[src/rtl/dcache_mem_pkg.sv]
// Shared types and derived constants for the DCache refill/write-back engine.
// Default geometry is a 512-bit block moved as 32-bit beats.
package dcache_mem_pkg;

  typedef enum logic [1:0] {
    IDLE = 2'd0,
    WB   = 2'd1,
    FILL = 2'd2,
    RESP = 2'd3
  } fill_state_t;

  localparam int BLOCK_BITS_DEF = 512;
  localparam int WORD_BITS_DEF  = 32;
  localparam int ADDR_BITS_DEF  = 32;
  localparam int BEATS          = BLOCK_BITS_DEF / WORD_BITS_DEF;
  localparam int OFFSET         = $clog2(BLOCK_BITS_DEF / 8);
  localparam int BEAT_BYTES     = WORD_BITS_DEF / 8;
  localparam int ADDR_MAX       = 64;

  // Clears the byte-offset bits of an address; callers widen/narrow to ADDR_MAX.
  function automatic logic [ADDR_MAX-1:0] block_align(input logic [ADDR_MAX-1:0] addr,
                                                      input int offset);
    logic [ADDR_MAX-1:0] res;
    for (int i = 0; i < ADDR_MAX; i++) begin
      if (i < offset) begin
        res[i] = 1'b0;
      end else begin
        res[i] = addr[i];
      end
    end
    return res;
  endfunction

endpackage

[src/rtl/block_beat_buf.sv]
// One-block beat buffer: full-block load for evictions, per-word write for
// refill beats, and a per-word read mux feeding write-back beats.
module block_beat_buf #(
  parameter int BLOCK_BITS = 512,
  parameter int WORD_BITS  = 32,
  parameter int IDX_W      = $clog2(BLOCK_BITS / WORD_BITS)
) (
  input  logic                  clk_i,
  input  logic                  rst_i,
  input  logic                  load_i,
  input  logic [BLOCK_BITS-1:0] load_data_i,
  input  logic                  wr_i,
  input  logic [IDX_W-1:0]      wr_idx_i,
  input  logic [WORD_BITS-1:0]  wr_data_i,
  input  logic [IDX_W-1:0]      rd_idx_i,
  output logic [WORD_BITS-1:0]  rd_data_o,
  output logic [BLOCK_BITS-1:0] data_o
);

  logic [BLOCK_BITS-1:0] buf_r;

  // Block storage; a full load wins over a beat write.
  always_ff @(posedge clk_i) begin
    if (rst_i) begin
      buf_r <= '0;
    end else if (load_i) begin
      buf_r <= load_data_i;
    end else if (wr_i) begin
      buf_r[wr_idx_i*WORD_BITS +: WORD_BITS] <= wr_data_i;
    end else begin
      buf_r <= buf_r;
    end
  end

  assign rd_data_o = buf_r[rd_idx_i*WORD_BITS +: WORD_BITS];
  assign data_o    = buf_r;

endmodule

[src/rtl/dcache_fill_engine.sv]
// Refill/write-back engine between the DCache and a single-word memory bus:
// evicted blocks go out as write beats, refills are assembled from read beats.
module dcache_fill_engine
  import dcache_mem_pkg::*;
#(
  parameter int BLOCK_BITS = BLOCK_BITS_DEF,
  parameter int WORD_BITS  = WORD_BITS_DEF,
  parameter int ADDR_BITS  = ADDR_BITS_DEF
) (
  input  logic                  clk_i,
  input  logic                  rst_i,
  input  logic                  request_i,
  input  logic [ADDR_BITS-1:0]  addr_request_i,
  input  logic                  evict_i,
  input  logic [ADDR_BITS-1:0]  addr_evict_i,
  input  logic [BLOCK_BITS-1:0] data_evict_i,
  output logic                  block_valid_o,
  output logic [ADDR_BITS-1:0]  addr_block_o,
  output logic [BLOCK_BITS-1:0] data_block_o,
  output logic                  evict_ack_o,
  output logic                  mem_req_o,
  output logic                  mem_we_o,
  output logic [ADDR_BITS-1:0]  mem_addr_o,
  output logic [WORD_BITS-1:0]  mem_wdata_o,
  input  logic                  mem_ack_i,
  input  logic [WORD_BITS-1:0]  mem_rdata_i
);

  localparam int NBEATS  = BLOCK_BITS / WORD_BITS;
  localparam int NOFFSET = $clog2(BLOCK_BITS / 8);
  localparam int NBYTES  = WORD_BITS / 8;
  localparam int CNT_W   = $clog2(NBEATS);
  localparam logic [CNT_W-1:0] LAST_BEAT = CNT_W'(NBEATS - 1);

  fill_state_t           state_r, next_state_s;
  logic [CNT_W-1:0]      beat_cnt_r, next_cnt_s;
  logic [ADDR_BITS-1:0]  base_r, next_base_s;
  logic                  hold_r, first_wb_r;
  logic [ADDR_BITS-1:0]  blk_addr_r;
  logic [BLOCK_BITS-1:0] blk_data_r;
  logic                  buf_load_s, buf_wr_s, resp_load_s;
  logic [WORD_BITS-1:0]  buf_rd_s;
  logic [BLOCK_BITS-1:0] buf_q_s;
  logic [ADDR_BITS-1:0]  req_align_s, evict_align_s, beat_addr_s;

  assign req_align_s   = ADDR_BITS'(block_align(ADDR_MAX'(addr_request_i), NOFFSET));
  assign evict_align_s = ADDR_BITS'(block_align(ADDR_MAX'(addr_evict_i), NOFFSET));
  assign beat_addr_s   = base_r + ADDR_BITS'(beat_cnt_r) * ADDR_BITS'(NBYTES);

  block_beat_buf #(
    .BLOCK_BITS (BLOCK_BITS),
    .WORD_BITS  (WORD_BITS),
    .IDX_W      (CNT_W)
  ) u_buf (
    .clk_i       (clk_i),
    .rst_i       (rst_i),
    .load_i      (buf_load_s),
    .load_data_i (data_evict_i),
    .wr_i        (buf_wr_s),
    .wr_idx_i    (beat_cnt_r),
    .wr_data_i   (mem_rdata_i),
    .rd_idx_i    (beat_cnt_r),
    .rd_data_o   (buf_rd_s),
    .data_o      (buf_q_s)
  );

  // Next-state, beat counter and buffer control.
  always_comb begin
    next_state_s = state_r;
    next_cnt_s   = beat_cnt_r;
    next_base_s  = base_r;
    buf_load_s   = 1'b0;
    buf_wr_s     = 1'b0;
    resp_load_s  = 1'b0;
    case (state_r)
      IDLE: begin
        // hold_r masks the DCache's still-high level request for one cycle
        if (hold_r) begin
          next_state_s = IDLE;
        end else if (evict_i) begin
          next_state_s = WB;
          next_base_s  = evict_align_s;
          buf_load_s   = 1'b1;
        end else if (request_i) begin
          next_state_s = FILL;
          next_base_s  = req_align_s;
        end else begin
          next_state_s = IDLE;
        end
      end
      WB: begin
        if (mem_ack_i) begin
          if (beat_cnt_r == LAST_BEAT) begin
            next_state_s = IDLE;
            next_cnt_s   = '0;
          end else begin
            next_cnt_s = beat_cnt_r + CNT_W'(1);
          end
        end else begin
          next_cnt_s = beat_cnt_r;
        end
      end
      FILL: begin
        if (mem_ack_i) begin
          buf_wr_s = 1'b1;
          if (beat_cnt_r == LAST_BEAT) begin
            next_state_s = RESP;
            next_cnt_s   = '0;
            resp_load_s  = 1'b1;
          end else begin
            next_cnt_s = beat_cnt_r + CNT_W'(1);
          end
        end else begin
          next_cnt_s = beat_cnt_r;
        end
      end
      RESP: begin
        next_state_s = IDLE;
      end
      default: begin
        next_state_s = IDLE;
        next_cnt_s   = '0;
      end
    endcase
  end

  // State, counter, hold-off and response registers.
  always_ff @(posedge clk_i) begin
    if (rst_i) begin
      state_r    <= IDLE;
      beat_cnt_r <= '0;
      base_r     <= '0;
      hold_r     <= 1'b0;
      first_wb_r <= 1'b0;
      blk_addr_r <= '0;
      blk_data_r <= '0;
    end else begin
      state_r    <= next_state_s;
      beat_cnt_r <= next_cnt_s;
      base_r     <= next_base_s;
      hold_r     <= ((state_r == WB) && (next_state_s == IDLE)) || (state_r == RESP);
      first_wb_r <= (state_r == IDLE) && (next_state_s == WB);
      if (resp_load_s) begin
        // the last beat lands in the top word in the same edge as the buffer write
        blk_addr_r <= base_r;
        blk_data_r <= {mem_rdata_i, buf_q_s[BLOCK_BITS-WORD_BITS-1:0]};
      end
    end
  end

  // Memory-side beat outputs, decoded from registered state only.
  always_comb begin
    mem_req_o   = 1'b0;
    mem_we_o    = 1'b0;
    mem_addr_o  = '0;
    mem_wdata_o = '0;
    case (state_r)
      WB: begin
        mem_req_o   = 1'b1;
        mem_we_o    = 1'b1;
        mem_addr_o  = beat_addr_s;
        mem_wdata_o = buf_rd_s;
      end
      FILL: begin
        mem_req_o  = 1'b1;
        mem_addr_o = beat_addr_s;
      end
      default: begin
        mem_req_o   = 1'b0;
        mem_we_o    = 1'b0;
        mem_addr_o  = '0;
        mem_wdata_o = '0;
      end
    endcase
  end

  assign block_valid_o = (state_r == RESP);
  assign evict_ack_o   = first_wb_r;
  assign addr_block_o  = blk_addr_r;
  assign data_block_o  = blk_data_r;

endmodule

[config.mk]
export PLATFORM = sky130hd
export DESIGN_NAME = dcache_fill_engine
export DESIGN_NICKNAME = d
export VERILOG_FILES = /design/src/rtl/dcache_mem_pkg.sv /design/src/rtl/block_beat_buf.sv /design/src/rtl/dcache_fill_engine.sv
export SDC_FILE = /design/constraint.sdc
export NUM_CORES = 2
export LEC_CHECK = 0
export BUFFER_PORTS_ARGS = -buffer_cell sky130_fd_sc_hd__buf_2
export CELL_PAD_IN_SITES_DETAIL_PLACEMENT = 1
export CELL_PAD_IN_SITES_GLOBAL_PLACEMENT = 1
export CORE_AREA = 2 2 473 475
export CTS_CLUSTER_DIAMETER = 200
export DETAILED_ROUTE_END_ITERATION = 8
export DIE_AREA = 0 0 475 477
export PLACE_DENSITY_LB_ADDON = 0.1
export SETUP_SLACK_MARGIN = 0.5
export SLEW_MARGIN = 5
export SYNTH_ARGS = -nofsm -noshare
export SYNTH_HDL_FRONTEND = slang
export SYNTH_HIERARCHICAL = 1
export SYNTH_SLANG_ARGS = --single-unit
[constraint.sdc]
create_clock -name clk_i -period 8 [get_ports clk_i]
set_clock_uncertainty 0.2 [all_clocks]
set_input_delay 0.4 -clock clk_i [delete_from_list [all_inputs] [get_ports clk_i]]
set_output_delay 0.4 -clock clk_i [all_outputs]
set_load 0.02 [all_outputs]
* Word-level counts from Yosys, hierarchy flattened
Cells that the tools add are included.
Operators by class: $add $sub $neg 3, equality and inequality tests 5, shift-type cells 3, muxes and demuxes 26, bitwise gates (word level) 1, reductions and logical operators 10
Operators by type and width (number):
- $mux 512 | 2
- $bwmux 512 | 1
- $shift 32x34->512 const A | 1
- $shiftx 32x34->512 | 1
- $shiftx 512x10->32 | 1
- $mux 32 | 4
- $neg 9->34 | 1
- $add 32x6->32 | 1
- $mux 2 | 7
- $mux 1 | 10
- $pmux 2 s4 | 1
- $add 4x1->4 const B | 1
- $eq 2x1->1 const B | 2
- $eq 2x2->1 const B | 2
- $eq 4x4->1 const B | 1
- $logic_not 2->1 | 2
- $mux 4 | 1
- $reduce_bool 2->1 | 2
- $reduce_and 3->1 | 1
- $logic_and 1x1->1 | 2
- $reduce_and 2->1 | 1
- $reduce_or 2->1 | 1
- $logic_or 1x1->1 | 1
- $not 1->1 | 1
Storage, ports and cells: register bits 1096, bits of input ports 613, output and inout bits 612, word-level logic and storage cells 56

* Depth between registers and ports, before layout
depth after elaboration 7, depth in mapped cells 11, mapped depth without buffers 7

* Cells and area by module
The synthesis kept the hierarchy.
By module, submodules not included:
- block_beat_buf | instances 1, cells an instance 2534, area each 25889.8 um2, seq. area each 10249.8 um2
- dcache_fill_engine | instances 1, cells an instance 2576, area each 20703.6 um2, seq. area each 11451.0 um2

* Least setup slack after synthesis
OpenSTA, ideal clock, no wires.
path type register to output, from register beat_cnt_r[0], to output port mem_wdata_o[11], data arrival time 2.343 ns, data required time 7.400 ns, slack 5.057 ns, cell stages (with the launch flop) 6, buffers on the path 2, cells stage by stage dfxtp_1 buf_2 buf_2 mux4_2 mux4_2 and2_1
On the way: word-level cells in the longest chain between the ends 2
RTL lines:
- start, declared | line dcache_fill_engine.sv:36 | logic [CNT_W-1:0] beat_cnt_r, next_cnt_s;
- start signal, assigned | line dcache_fill_engine.sv:139 | beat_cnt_r <= next_cnt_s;
- $shiftx 512x10->32 | line block_beat_buf.sv:35 | assign rd_data_o = buf_r[rd_idx_i*WORD_BITS +: WORD_BITS];
- named net buf_rd_s[11] | line dcache_fill_engine.sv:42 | logic [WORD_BITS-1:0] buf_rd_s;
- $mux 32 | line dcache_fill_engine.sv:157 | case (state_r)
- end, declared | line dcache_fill_engine.sv:24 | output logic [WORD_BITS-1:0] mem_wdata_o,
The timed path passes the listed nets, and every way through them passes these cells.

* Final worst setup path
from register beat_cnt_r[0], to register u_buf.buf_r[387] (netlist: u_buf/data_o[387])
On the way: word-level cells in the longest chain between the ends 5, elaborated cells between the ends (all ways) 6, those cells by class 1 x add/sub; 2 x shift; 3 x mux
RTL lines:
- $neg 9->34 * | line block_beat_buf.sv:29 | buf_r[wr_idx_i*WORD_BITS +: WORD_BITS] <= wr_data_i;
- $shiftx 32x34->512 / $shift 32x34->512 (equally long branches) | line block_beat_buf.sv:29
- $bwmux 512 * | line block_beat_buf.sv:29
- $mux 512 * | line block_beat_buf.sv:28 | end else if (wr_i) begin
- $mux 512 * | line block_beat_buf.sv:26 | end else if (load_i) begin
- end signal, assigned | line block_beat_buf.sv:27 | buf_r <= load_data_i;
- end signal, assigned by index | line block_beat_buf.sv:29
- end signal, assigned | line block_beat_buf.sv:31 | buf_r <= buf_r;
- end, declared | line block_beat_buf.sv:20 | logic [BLOCK_BITS-1:0] buf_r;
Mark *: on every way between the ends. The rest lies on a longest branch, timed or not. The select of a mux whose other input is x is not followed. A chain may end at the register's enable or synchronous reset.

==> run metrics <==
outcome complete, no violations; PortBufs roughly 1200; Final Max Tran Viols 0; Synth Register Bits between 1000 and 1500; vias 50440; Least-Margin Pin Slew 1285 ps; Worst EP required 8550 ps; Worst EP arrival 6030 ps; drt total wl 365000 um; # hold bufs at CTS 603; Post-DRT Antenna Nets 0; setup violators final 0; CTS sink count 1084; clock buffer depth 3; unrepaired setup endpoints after global routing false; fin crit share 68.48%; pre-CTS setup slack about 3100 ps; CP max FO 30; Synth Flop Type dfxtp_1; vias in the first global route 49800; post-route setup slack about 2500 ps; min-delay worst type in2reg; dpl hpwl approximately 260000 um; DRC 0; Fin. Hold Viols 0; Worst Setup Path Type reg2reg; pin count of the biggest net entering global routing 165; fin nets 7303; TNS Setup 0 ps; CP Launch Type flip-flop; post-CTS setup buffer count 0; routed len/inst 37.03 um; post-synthesis sequential area ratio 46.57%; latest clock arrival within the worst-skew pair 820 ps; first-pass GRT wire length 474600 um; Resized cells post-CTS 0; Post-Route Utilization 29.85%; dpl cell area 0.05517 mm^2; Peak VDD IR around 0.22 mV; layout cells sized above 1 26.08%; Post-Synthesis Cell Area 0.04659 mm^2; Initial Util around a fifth; CTS tree done; Final Cell Area 0.06609 mm^2; Post-Syn Instances around 5000; crit end category flip-flop; area added between synthesis and finish 41.85%; MaxCap Viol Count 0; antenna violations before repair 181; FP Rows roughly 170; io pins 1225; EDFF count, synth 0; PD cells approximately 220 mW/mm^2; Core Area 0.2214 mm^2; total die area 0.2266 mm^2; Clk pin slew, worst setup/hold paths 60 ps; min Tclk post-route between 5000 and 6000 ps; GRT Total Usage 31.06%; via/cell ratio between 5 and 6; Die Wd between 400 and 500 um; synthesized area per cell 9.118 um^2; Synth warnings 6; root buffer cell clkbuf_16; GPL Wtd Cong 0.8855; async set-reset flop share out of synthesis 0%; Slew headroom 14.34%; CTS Buf Count roughly 150; TritonRoute pass-1 iters 6; fmax between 150 and 200 MHz; grt total ovfl 0; Synth cell types 79; LEAKAGE 25.69 nW; Tot Pwr 14.41 mW; First DRT Iteration DRCs 4799; Die Span Y around 480 um; H-tree depth 4
[power by group]
group | switching (mW) | internal [mW]
Sequential | 0.314 | 5.62
Clock | 2.79 | 3.83
Combinational | 1.13 | 0.730
Total | 4.23 | 10.2
[cells in the mapped netlist (all sizes together) (7+ instances only)]
cell type  instances  share of area [%]
nand2           1242                 10
dfxtp           1084                 47
a21oi            608                6.6
clkbuf           335                2.7
a221o            270                5.8
and2             214                2.9
buf              179                2.7
mux4             160                7.7
nor3             151                1.7
nor2             103               0.85
mux2i            102                2.2
o211ai            97                1.6
a211oi            83                1.3
a32oi             80                1.5
o21ai             76               0.82
inv               46               0.37
and3              33               0.44
o31ai             31               0.50
o2bb2ai           29               0.55
a22oi             18               0.29
nand2b            17               0.23
a31oi             16               0.23
nand3             14               0.15
nand4b            12               0.23
nand4             10               0.13
a221oi             9               0.17
ha                 8               0.21
nor4               8               0.15
nor2b              7              0.094
[critical path, stage by stage (launching register included)]
cell and delay, ps:
dfxtp_4 520, nor3_1 660, ha_1 630, inv_1 570
nand3_1 850, nor3_4 1120, a221o_1 280, dlygate4sd3_1 540
[sequential cells by signal (all words and copies together), names as in the netlist]
signal	cells
u_buf/data_o	512
state_r	2
base_r	26
data_block_o	512
addr_block_o	26
evict_ack_o	1
hold_r	1
beat_cnt_r	4
[through the flow]
step / cells / hold WS [ps]
4_1_cts: 9762 / 4.005
5_1_grt: 9819 / 35.81
2_1_floorplan: 5117 / 238.7
3_5_place_dp: 8907 / 243.5
3_3_place_gp: 8907 / 239.9
6_report: 9857 / 68.16
[final timing paths]
path         slack (ps)                 to        startpoint  cells after the start
max                2520  u_buf/data_o[387]     beat_cnt_r[0]                      7
min                  70  data_block_o[501]   mem_rdata_i[21]                      4
max reg2reg        2520  u_buf/data_o[387]     beat_cnt_r[0]                      7
min reg2reg         250   addr_block_o[14]  addr_block_o[14]                      2
[area by class of cell]
| class | instances | area [um^2] |
|---|---|---|
| Fill cell | 25770 | 155300 |
| Multi-Input combinational cell | 3473 | 22480 |
| Sequential cell | 1084 | 21710 |
| Timing Repair Buffer | 1932 | 13120 |
| Clock buffer | 212 | 4195 |
| Tap cell | 2975 | 3722 |
| Clock inverter | 40 | 449.2 |
| Antenna cell | 95 | 237.7 |
| Inverter | 46 | 172.7 |
[cell families after synthesis]
group / count (synthesis) / share of synthesized area (%)
AO/OA/AOI/OAI: 1352 / 19.99
XOR/XNOR: 3 / 0.07252
AND/OR/NAND/NOR: 1840 / 17.39
multiplexers: 262 / 9.925
buffers and inverters: 560 / 5.825
other: 1 / 0.008048
flip-flops: 1084 / 46.57
adder cells (fa/ha/maj): 8 / 0.2148
[cells in the final DEF, fill, tap and decap left out, types with 17 or more instances in the layout]
cell type and n:
nand2_1 1239, buf_2 1203, dfxtp_1 1080, dlygate4sd3_1 603, a21oi_1 601, a221o_1 270, and2_1 208, mux4_2 160
clkbuf_16 149, nor3_1 145, buf_4 116, mux2i_1 102, o211ai_1 97, nor2_1 96, diode_2 95, a211oi_1 83
a32oi_1 80, o21ai_0 73, inv_1 45, clkbuf_1 40, and3_1 33, o31ai_1 31, o2bb2ai_1 29, clkbuf_8 23
clkinv_2 21, a22oi_1 18, nand2b_1 17
[per-layer routing]
| metal | part of all wire, % | global-route usage, % | routed length, um |
|---|---|---|---|
| met1 | 43 | 41.51 | 158200 |
| met2 | 44 | 47.67 | 160600 |
| met3 | 7.4 | 6.310 | 26890 |
| met4 | 5.2 | 14.59 | 18900 |
| met5 | 0.10 | 0 | 368 |
(Power assumes the default switching activity.)
